### src/rtl/instr_decode_stage.sv
// Instruction decode stage for RV32I/RV64I base opcodes.
// Each accepted instruction is decoded and written into a DEPTH-entry
// circular queue. The queue head drives the out_* bundle one cycle after
// the push; there is no bypass path from the input to the output.
module instr_decode_stage #(
  parameter int XLEN  = 32,
  parameter int DEPTH = 2,
  parameter int CNT_W = $clog2(DEPTH + 1)
) (
  input  logic             clk,
  input  logic             rst_n,
  input  logic             flush,
  input  logic             in_valid,
  output logic             in_ready,
  input  logic [31:0]      in_instr,
  input  logic [XLEN-1:0]  in_pc,
  output logic             out_valid,
  input  logic             out_ready,
  output logic [XLEN-1:0]  out_pc,
  output logic [3:0]       out_op_class,
  output logic [4:0]       out_rd_idx,
  output logic [4:0]       out_rs1_idx,
  output logic [4:0]       out_rs2_idx,
  output logic [XLEN-1:0]  out_imm,
  output logic [2:0]       out_funct3,
  output logic             out_funct7b5,
  output logic             out_rd_we,
  output logic             out_illegal,
  output logic [CNT_W-1:0] count
);

  localparam int PTR_W = (DEPTH > 1) ? $clog2(DEPTH) : 1;

  localparam logic [6:0] OPC_LUI    = 7'b0110111;
  localparam logic [6:0] OPC_AUIPC  = 7'b0010111;
  localparam logic [6:0] OPC_JAL    = 7'b1101111;
  localparam logic [6:0] OPC_JALR   = 7'b1100111;
  localparam logic [6:0] OPC_BRANCH = 7'b1100011;
  localparam logic [6:0] OPC_LOAD   = 7'b0000011;
  localparam logic [6:0] OPC_STORE  = 7'b0100011;
  localparam logic [6:0] OPC_OP_IMM = 7'b0010011;
  localparam logic [6:0] OPC_OP     = 7'b0110011;

  localparam logic [3:0] CLS_LUI    = 4'd0;
  localparam logic [3:0] CLS_AUIPC  = 4'd1;
  localparam logic [3:0] CLS_JAL    = 4'd2;
  localparam logic [3:0] CLS_JALR   = 4'd3;
  localparam logic [3:0] CLS_BRANCH = 4'd4;
  localparam logic [3:0] CLS_LOAD   = 4'd5;
  localparam logic [3:0] CLS_STORE  = 4'd6;
  localparam logic [3:0] CLS_OP_IMM = 4'd7;
  localparam logic [3:0] CLS_OP     = 4'd8;
  localparam logic [3:0] CLS_ILL    = 4'd15;

  typedef struct packed {
    logic [XLEN-1:0] pc;
    logic [3:0]      op_class;
    logic [4:0]      rd_idx;
    logic [4:0]      rs1_idx;
    logic [4:0]      rs2_idx;
    logic [XLEN-1:0] imm;
    logic [2:0]      funct3;
    logic            funct7b5;
    logic            rd_we;
    logic            illegal;
  } bundle_t;

  // Advance a queue pointer, wrapping from DEPTH-1 back to 0.
  function automatic logic [PTR_W-1:0] ptr_inc(input logic [PTR_W-1:0] p);
    if (p == PTR_W'(DEPTH - 1)) begin
      return {PTR_W{1'b0}};
    end else begin
      return p + PTR_W'(1);
    end
  endfunction

  // Decode intermediates
  logic [6:0]  opcode_s;
  logic [2:0]  f3_s;
  logic [6:0]  f7_s;
  logic [3:0]  cls_s;
  logic        ill_s;
  logic        use_rd_s;
  logic        use_rs1_s;
  logic        use_rs2_s;
  logic        shift_ok_s;
  logic [31:0] imm32_s;
  logic [4:0]  rd_s;
  bundle_t     dec_s;

  // Queue state
  bundle_t          mem_r [DEPTH];
  logic [PTR_W-1:0] wr_ptr_r;
  logic [PTR_W-1:0] rd_ptr_r;
  logic [CNT_W-1:0] count_r;
  logic             ready_en_r;
  logic             in_ready_s;
  logic             out_valid_s;
  logic             push_s;
  logic             pop_s;
  bundle_t          head_s;

  assign opcode_s = in_instr[6:0];
  assign f3_s     = in_instr[14:12];
  assign f7_s     = in_instr[31:25];

  // Legality of an OP-IMM shift encoding; the arithmetic-shift form is only valid for funct3=5.
  always_comb begin
    shift_ok_s = 1'b0;
    if (XLEN == 64) begin
      shift_ok_s = (in_instr[31:26] == 6'h00) ||
                   ((in_instr[31:26] == 6'h10) && (f3_s == 3'd5));
    end else begin
      shift_ok_s = (f7_s == 7'h00) ||
                   ((f7_s == 7'h20) && (f3_s == 3'd5));
    end
  end

  // Classify the opcode, pick the immediate format and flag illegal encodings.
  always_comb begin
    cls_s     = CLS_ILL;
    ill_s     = 1'b0;
    use_rd_s  = 1'b0;
    use_rs1_s = 1'b0;
    use_rs2_s = 1'b0;
    imm32_s   = 32'd0;
    case (opcode_s)
      OPC_LUI: begin
        cls_s    = CLS_LUI;
        use_rd_s = 1'b1;
        imm32_s  = {in_instr[31:12], 12'd0};
      end
      OPC_AUIPC: begin
        cls_s    = CLS_AUIPC;
        use_rd_s = 1'b1;
        imm32_s  = {in_instr[31:12], 12'd0};
      end
      OPC_JAL: begin
        cls_s    = CLS_JAL;
        use_rd_s = 1'b1;
        imm32_s  = {{11{in_instr[31]}}, in_instr[31], in_instr[19:12],
                    in_instr[20], in_instr[30:21], 1'b0};
      end
      OPC_JALR: begin
        cls_s     = CLS_JALR;
        use_rd_s  = 1'b1;
        use_rs1_s = 1'b1;
        imm32_s   = {{20{in_instr[31]}}, in_instr[31:20]};
        ill_s     = (f3_s != 3'd0);
      end
      OPC_BRANCH: begin
        cls_s     = CLS_BRANCH;
        use_rs1_s = 1'b1;
        use_rs2_s = 1'b1;
        imm32_s   = {{19{in_instr[31]}}, in_instr[31], in_instr[7],
                     in_instr[30:25], in_instr[11:8], 1'b0};
        ill_s     = (f3_s == 3'd2) || (f3_s == 3'd3);
      end
      OPC_LOAD: begin
        cls_s     = CLS_LOAD;
        use_rd_s  = 1'b1;
        use_rs1_s = 1'b1;
        imm32_s   = {{20{in_instr[31]}}, in_instr[31:20]};
        ill_s     = (f3_s == 3'd7) ||
                    ((XLEN == 32) && ((f3_s == 3'd3) || (f3_s == 3'd6)));
      end
      OPC_STORE: begin
        cls_s     = CLS_STORE;
        use_rs1_s = 1'b1;
        use_rs2_s = 1'b1;
        imm32_s   = {{20{in_instr[31]}}, in_instr[31:25], in_instr[11:7]};
        ill_s     = (XLEN == 64) ? (f3_s > 3'd3) : (f3_s > 3'd2);
      end
      OPC_OP_IMM: begin
        cls_s     = CLS_OP_IMM;
        use_rd_s  = 1'b1;
        use_rs1_s = 1'b1;
        imm32_s   = {{20{in_instr[31]}}, in_instr[31:20]};
        ill_s     = ((f3_s == 3'd1) || (f3_s == 3'd5)) && !shift_ok_s;
      end
      OPC_OP: begin
        cls_s     = CLS_OP;
        use_rd_s  = 1'b1;
        use_rs1_s = 1'b1;
        use_rs2_s = 1'b1;
        imm32_s   = 32'd0;
        ill_s     = !((f7_s == 7'h00) ||
                      ((f7_s == 7'h20) && ((f3_s == 3'd0) || (f3_s == 3'd5))));
      end
      default: begin
        cls_s = CLS_ILL;
        ill_s = 1'b1;
      end
    endcase
    // Compressed/reserved encodings never reach the base decoder.
    ill_s = ill_s | (in_instr[1:0] != 2'b11);
  end

  assign rd_s = use_rd_s ? in_instr[11:7] : 5'd0;

  // Assemble the bundle written at push; illegal words keep only pc and raw funct bits.
  always_comb begin
    dec_s          = '0;
    dec_s.pc       = in_pc;
    dec_s.funct3   = f3_s;
    dec_s.funct7b5 = in_instr[30];
    if (ill_s) begin
      dec_s.op_class = CLS_ILL;
      dec_s.illegal  = 1'b1;
    end else begin
      dec_s.op_class = cls_s;
      dec_s.illegal  = 1'b0;
      dec_s.rd_idx   = rd_s;
      dec_s.rs1_idx  = use_rs1_s ? in_instr[19:15] : 5'd0;
      dec_s.rs2_idx  = use_rs2_s ? in_instr[24:20] : 5'd0;
      dec_s.imm      = XLEN'($signed(imm32_s));
      dec_s.rd_we    = use_rd_s && (rd_s != 5'd0);
    end
  end

  assign out_valid_s = (count_r != {CNT_W{1'b0}});
  assign in_ready_s  = ready_en_r && (count_r < CNT_W'(DEPTH)) && !flush;
  assign push_s      = in_valid && in_ready_s;
  assign pop_s       = out_valid_s && out_ready && !flush;

  // Hold in_ready low until the first clock edge after reset release.
  always_ff @(posedge clk or negedge rst_n) begin
    if (!rst_n) begin
      ready_en_r <= 1'b0;
    end else begin
      ready_en_r <= 1'b1;
    end
  end

  // Pointer and occupancy bookkeeping; flush empties the queue.
  always_ff @(posedge clk or negedge rst_n) begin
    if (!rst_n) begin
      wr_ptr_r <= {PTR_W{1'b0}};
      rd_ptr_r <= {PTR_W{1'b0}};
      count_r  <= {CNT_W{1'b0}};
    end else if (flush) begin
      wr_ptr_r <= {PTR_W{1'b0}};
      rd_ptr_r <= {PTR_W{1'b0}};
      count_r  <= {CNT_W{1'b0}};
    end else begin
      if (push_s) begin
        wr_ptr_r <= ptr_inc(wr_ptr_r);
      end
      if (pop_s) begin
        rd_ptr_r <= ptr_inc(rd_ptr_r);
      end
      case ({push_s, pop_s})
        2'b10:   count_r <= count_r + CNT_W'(1);
        2'b01:   count_r <= count_r - CNT_W'(1);
        default: count_r <= count_r;
      endcase
    end
  end

  // Write the decoded bundle into the slot at the write pointer.
  always_ff @(posedge clk or negedge rst_n) begin
    if (!rst_n) begin
      for (int i = 0; i < DEPTH; i++) begin
        mem_r[i] <= '0;
      end
    end else if (push_s) begin
      mem_r[wr_ptr_r] <= dec_s;
    end
  end

  // Head entry, forced to zero whenever the queue is empty.
  always_comb begin
    head_s = '0;
    if (out_valid_s) begin
      head_s = mem_r[rd_ptr_r];
    end else begin
      head_s = '0;
    end
  end

  assign in_ready     = in_ready_s;
  assign out_valid    = out_valid_s;
  assign count        = count_r;
  assign out_pc       = head_s.pc;
  assign out_op_class = head_s.op_class;
  assign out_rd_idx   = head_s.rd_idx;
  assign out_rs1_idx  = head_s.rs1_idx;
  assign out_rs2_idx  = head_s.rs2_idx;
  assign out_imm      = head_s.imm;
  assign out_funct3   = head_s.funct3;
  assign out_funct7b5 = head_s.funct7b5;
  assign out_rd_we    = head_s.rd_we;
  assign out_illegal  = head_s.illegal;

endmodule

### config.mk
export PLATFORM = sky130hd
export DESIGN_NAME = instr_decode_stage
export DESIGN_NICKNAME = d
export VERILOG_FILES = /design/src/rtl/instr_decode_stage.sv
export SDC_FILE = /design/constraint.sdc
export NUM_CORES = 1
export LEC_CHECK = 0
export ABC_CLOCK_PERIOD_IN_PS = 4300
export BUFFER_PORTS_ARGS = -buffer_cell sky130_fd_sc_hd__buf_2
export CAP_MARGIN = 20
export CORE_ASPECT_RATIO = 2
export CORE_MARGIN = 2
export CORE_UTILIZATION = 40
export CTS_CLUSTER_DIAMETER = 150
export CTS_CLUSTER_SIZE = 30
export DETAILED_ROUTE_END_ITERATION = 7
export GPL_TIMING_DRIVEN = 0
export REMOVE_ABC_BUFFERS = 1
export SLEW_MARGIN = 20
export SYNTH_ARGS = -nofsm -noshare
export SYNTH_HDL_FRONTEND = slang
export SYNTH_SLANG_ARGS = --single-unit
### constraint.sdc
create_clock -name clk -period 4.3 [get_ports clk]
set_input_delay 1.29 -clock clk [delete_from_list [all_inputs] [get_ports clk]]
set_output_delay 1.29 -clock clk [all_outputs]
set_load 0.03 [all_outputs]
==> metrics.yaml <==
status:
  status: "finished clean"
critical_path:
  critPathArrivalTime_ns: 4.08
  path_max_fanout: 40
  endpoint_kind: "flip-flop"
  cp-start-kind: "primary input"
  required_ns: 4.62
  path_class: "primary input to flip-flop"
cells_and_area:
  num-fill-cells: 2214
  final_cell_mix: "nand2_1 (321), dfrtp_1 (182), buf_2 (165)"
  multi_input_area_um2: 4190
  drive_above_1_share_pct: 20.7
  register_area_um2: 4580
  layout.nets: 1202
  final_common_cell: "nand2_1"
  area_delta_synth_final_pct: 20.1
  fin_cells: 1423
sta:
  timing.final.crit_share_pct: 87.5
  period_minus_slack_ns: 3.76
  finalSetupViolations: 0
  slew_violations: 0
  skew_ns: 0.0106
  hold_violations: 0
  rsz0062_at_grt: "no"
  slew_headroom_pct: 27.5
  fmax_mhz: 266
  worst_pin_slew_ns: 1.09
  setup_ws_ns: 0.539
synthesis:
  synth_seq_cells: 183
  synthArstFlopShare_pct: 100
  syn_avg_cell_area_um2: 8.95
  yosys_warnings: 0
  synthTopCellsByArea: "dfrtp_1 (51%), nand2_1 (13%), mux2i_1 (10%)"
  yosys.area.top_type_share_pct: 50.8
  yosys.cell_types.count: 55
  ys_seq_area_share_pct: 50.8
  yosysTopAreaCell: "dfrtp_1"
  synth_cells: 1006
  synth_edf_count: 0
  synth-main-ff-cell: "dfrtp_1"
  netlist_area_um2: 9010
floorplanning:
  die_x_um: 110
  start_util_pct: 40.7
  io_pins: 162
  die_y_um: 216
  dieArea_um2: 23800
  num_rows: 77
  coreArea_um2: 22200
detailed_routing:
  drtIter0Drc: 513
  final_antenna_net_count: 0
  avgRoutedWirePerCell_um: 18.3
  drc: 0
  vias: 7648
  finalWirelength_um: 26100
  vias_per_cell: 5.37
  dr.pass1.iters: 6
clock_tree:
  hold_buffers: 0
  clock_latency_ns: 0.44
  numCtsBuffers: 17
  cts.repair.resized: 0
  clkSinkCount: 183
  clk_path_buf_depth: 2
  clkTransAtPathRegs_ns: 0.07
  cts_tree: "yes"
  cts_root_buf: "clkbuf_16"
  post-cts-setup-buffers: 0
  htree_levels: 4
grt:
  grt_first_pass_wirelength_um: 41000
  grtUsageTotal_pct: 22.5
  first_global_vias: 7718
  antenna_found_initial: 2
  grt_max_degree: 67
  grt.overflow.total: 0
power_and_ir_drop:
  power.internal_mw: 2.87
  switching_share_pct: 28.1
  combPwrFrac_pct: 14.1
  clock_power_share_pct: 36.2
  p_sw_mw: 1.12
  power_density_nw_per_um2: 369
  pwr-share-seq_pct: 49.7
  ir_drop_mv: 0.209
  p_leak_nw: 5.03
placed_design:
  dpl_worst_slack_ns: 0.114
  hpwl_um: 17900
  place_congestion: 0.873
  dp_cells: 1390
  numPortBuffers: 161
worst_hold_path:
  hold_class: "flip-flop to flip-flop"
flow_run:
  cap_violations: 0
==> registers in the layout, indices dropped and copies added (netlist names) <==
register	flops
count	2
mem_r	178
rd_ptr_r	1
ready_en_r	1
wr_ptr_r	1
==> critical path, stage by stage <==
cell and delay [ns]:
buf_2 0.10, nand2_2 0.12, or4b_4 0.81, nor3_4 0.74, o21ai_2 0.50, o32a_1 0.47
==> cell families (layout without fill, tap and decap cells) <==
group | Yosys count | count (layout) | share of synthesized area [%]
compound gates | 175 | 175 | 13.4
xor+xnor | 3 | 3 | 0.292
buf+inv | 78 | 217 | 3.60
flops | 183 | 183 | 50.8
mux | 90 | 90 | 10.0
other cells | 1 | 3 | 0.0416
simple gates | 476 | 476 | 21.8
==> Yosys cell counts (2+ instances only) <==
cell type  number
a21boi_0        2
a21o_1          2
a21oi_1        30
a22oi_1         4
a31oi_1         4
a32o_1         10
and3_1          6
and3b_1         2
buf_1          12
buf_2          13
buf_4           2
clkbuf_1       45
dfrtp_1       183
inv_1           5
mux2i_1        90
nand2_1       321
nand2b_1        4
nand3_1        14
nor2_1        102
nor2b_1         3
nor3_1          3
nor3_4          2
nor3b_1         3
nor4_1          2
o211ai_1        2
o21a_1          5
o21ai_0        43
o21ai_1        11
o22a_1          5
o31ai_1        36
o31ai_2         9
o32a_1          4
or3_1           2
or4_1           2
xor2_1          3
==> per-layer routing <==
layer	vias up	GRT usage (%)	share of wire (%)
li1	3666	-	-
met3	57	3.79	3.9
met4	0	11.5	4.5
met5	-	0	0
met1	3724	25.9	39
met2	201	39.2	52
==> power groups by stage <==
stage / Clock [mW] / Combinational (mW) / Sequential [mW]
final: 1.44 / 0.564 / 1.98
after global routing: 1.55 / 0.633 / 2.00
after CTS: 1.49 / 0.572 / 1.98
after detailed placement: 0 / 0.569 / 2.02
after global placement: 0 / 0.524 / 2.02
after floorplan: 0 / 0.333 / 2.00
==> path summary, 6_finish.rpt <==
kind,start,to,slack [ns],cells past startpoint
setup / recovery,in_valid,mem_r[54]$_DFFE_PN0P_,0.54,6
hold / removal,mem_r[162]$_DFFE_PN0P_,mem_r[162]$_DFFE_PN0P_,0.47,2
setup reg to reg,count[1]$_DFFE_PN0P_,mem_r[54]$_DFFE_PN0P_,1.00,4
hold reg to reg,mem_r[162]$_DFFE_PN0P_,mem_r[162]$_DFFE_PN0P_,0.47,2
max in group asynchronous,rst_n,mem_r[145]$_DFFE_PN0P_,2.84,2
min in group asynchronous,rst_n,mem_r[139]$_DFFE_PN0P_,0.76,1
==> per-stage QoR <==
stage / hold slack [ns] / instance area (µm²) / util [%] / TNS (ns) / total power [mW]
3_3_place_gp: 0.457 / 9850 / 44.5 / -851.42 / 2.55
5_1_grt: 0.493 / 10800 / 48.8 / 0 / 4.18
3_5_place_dp: 0.462 / 10300 / 46.4 / 0 / 2.59
4_1_cts: 0.479 / 10800 / 48.8 / 0 / 4.04
6_report: 0.474 / 10800 / 48.8 / 0 / 3.99
2_1_floorplan: 0.445 / 8700 / - / -121.56 / 2.33
==> cell type report <==
type,instances,area share (%)
flip-flops and latches,183,42.3
multi-input cells,745,38.7
diodes,2,0.0462
clock buffers,20,4.22
inverters,5,0.173
clock inverters,11,0.694
repair buffers,181,10.7
well taps,276,3.19
No activity file was read; power rests on OpenSTA's default activity.
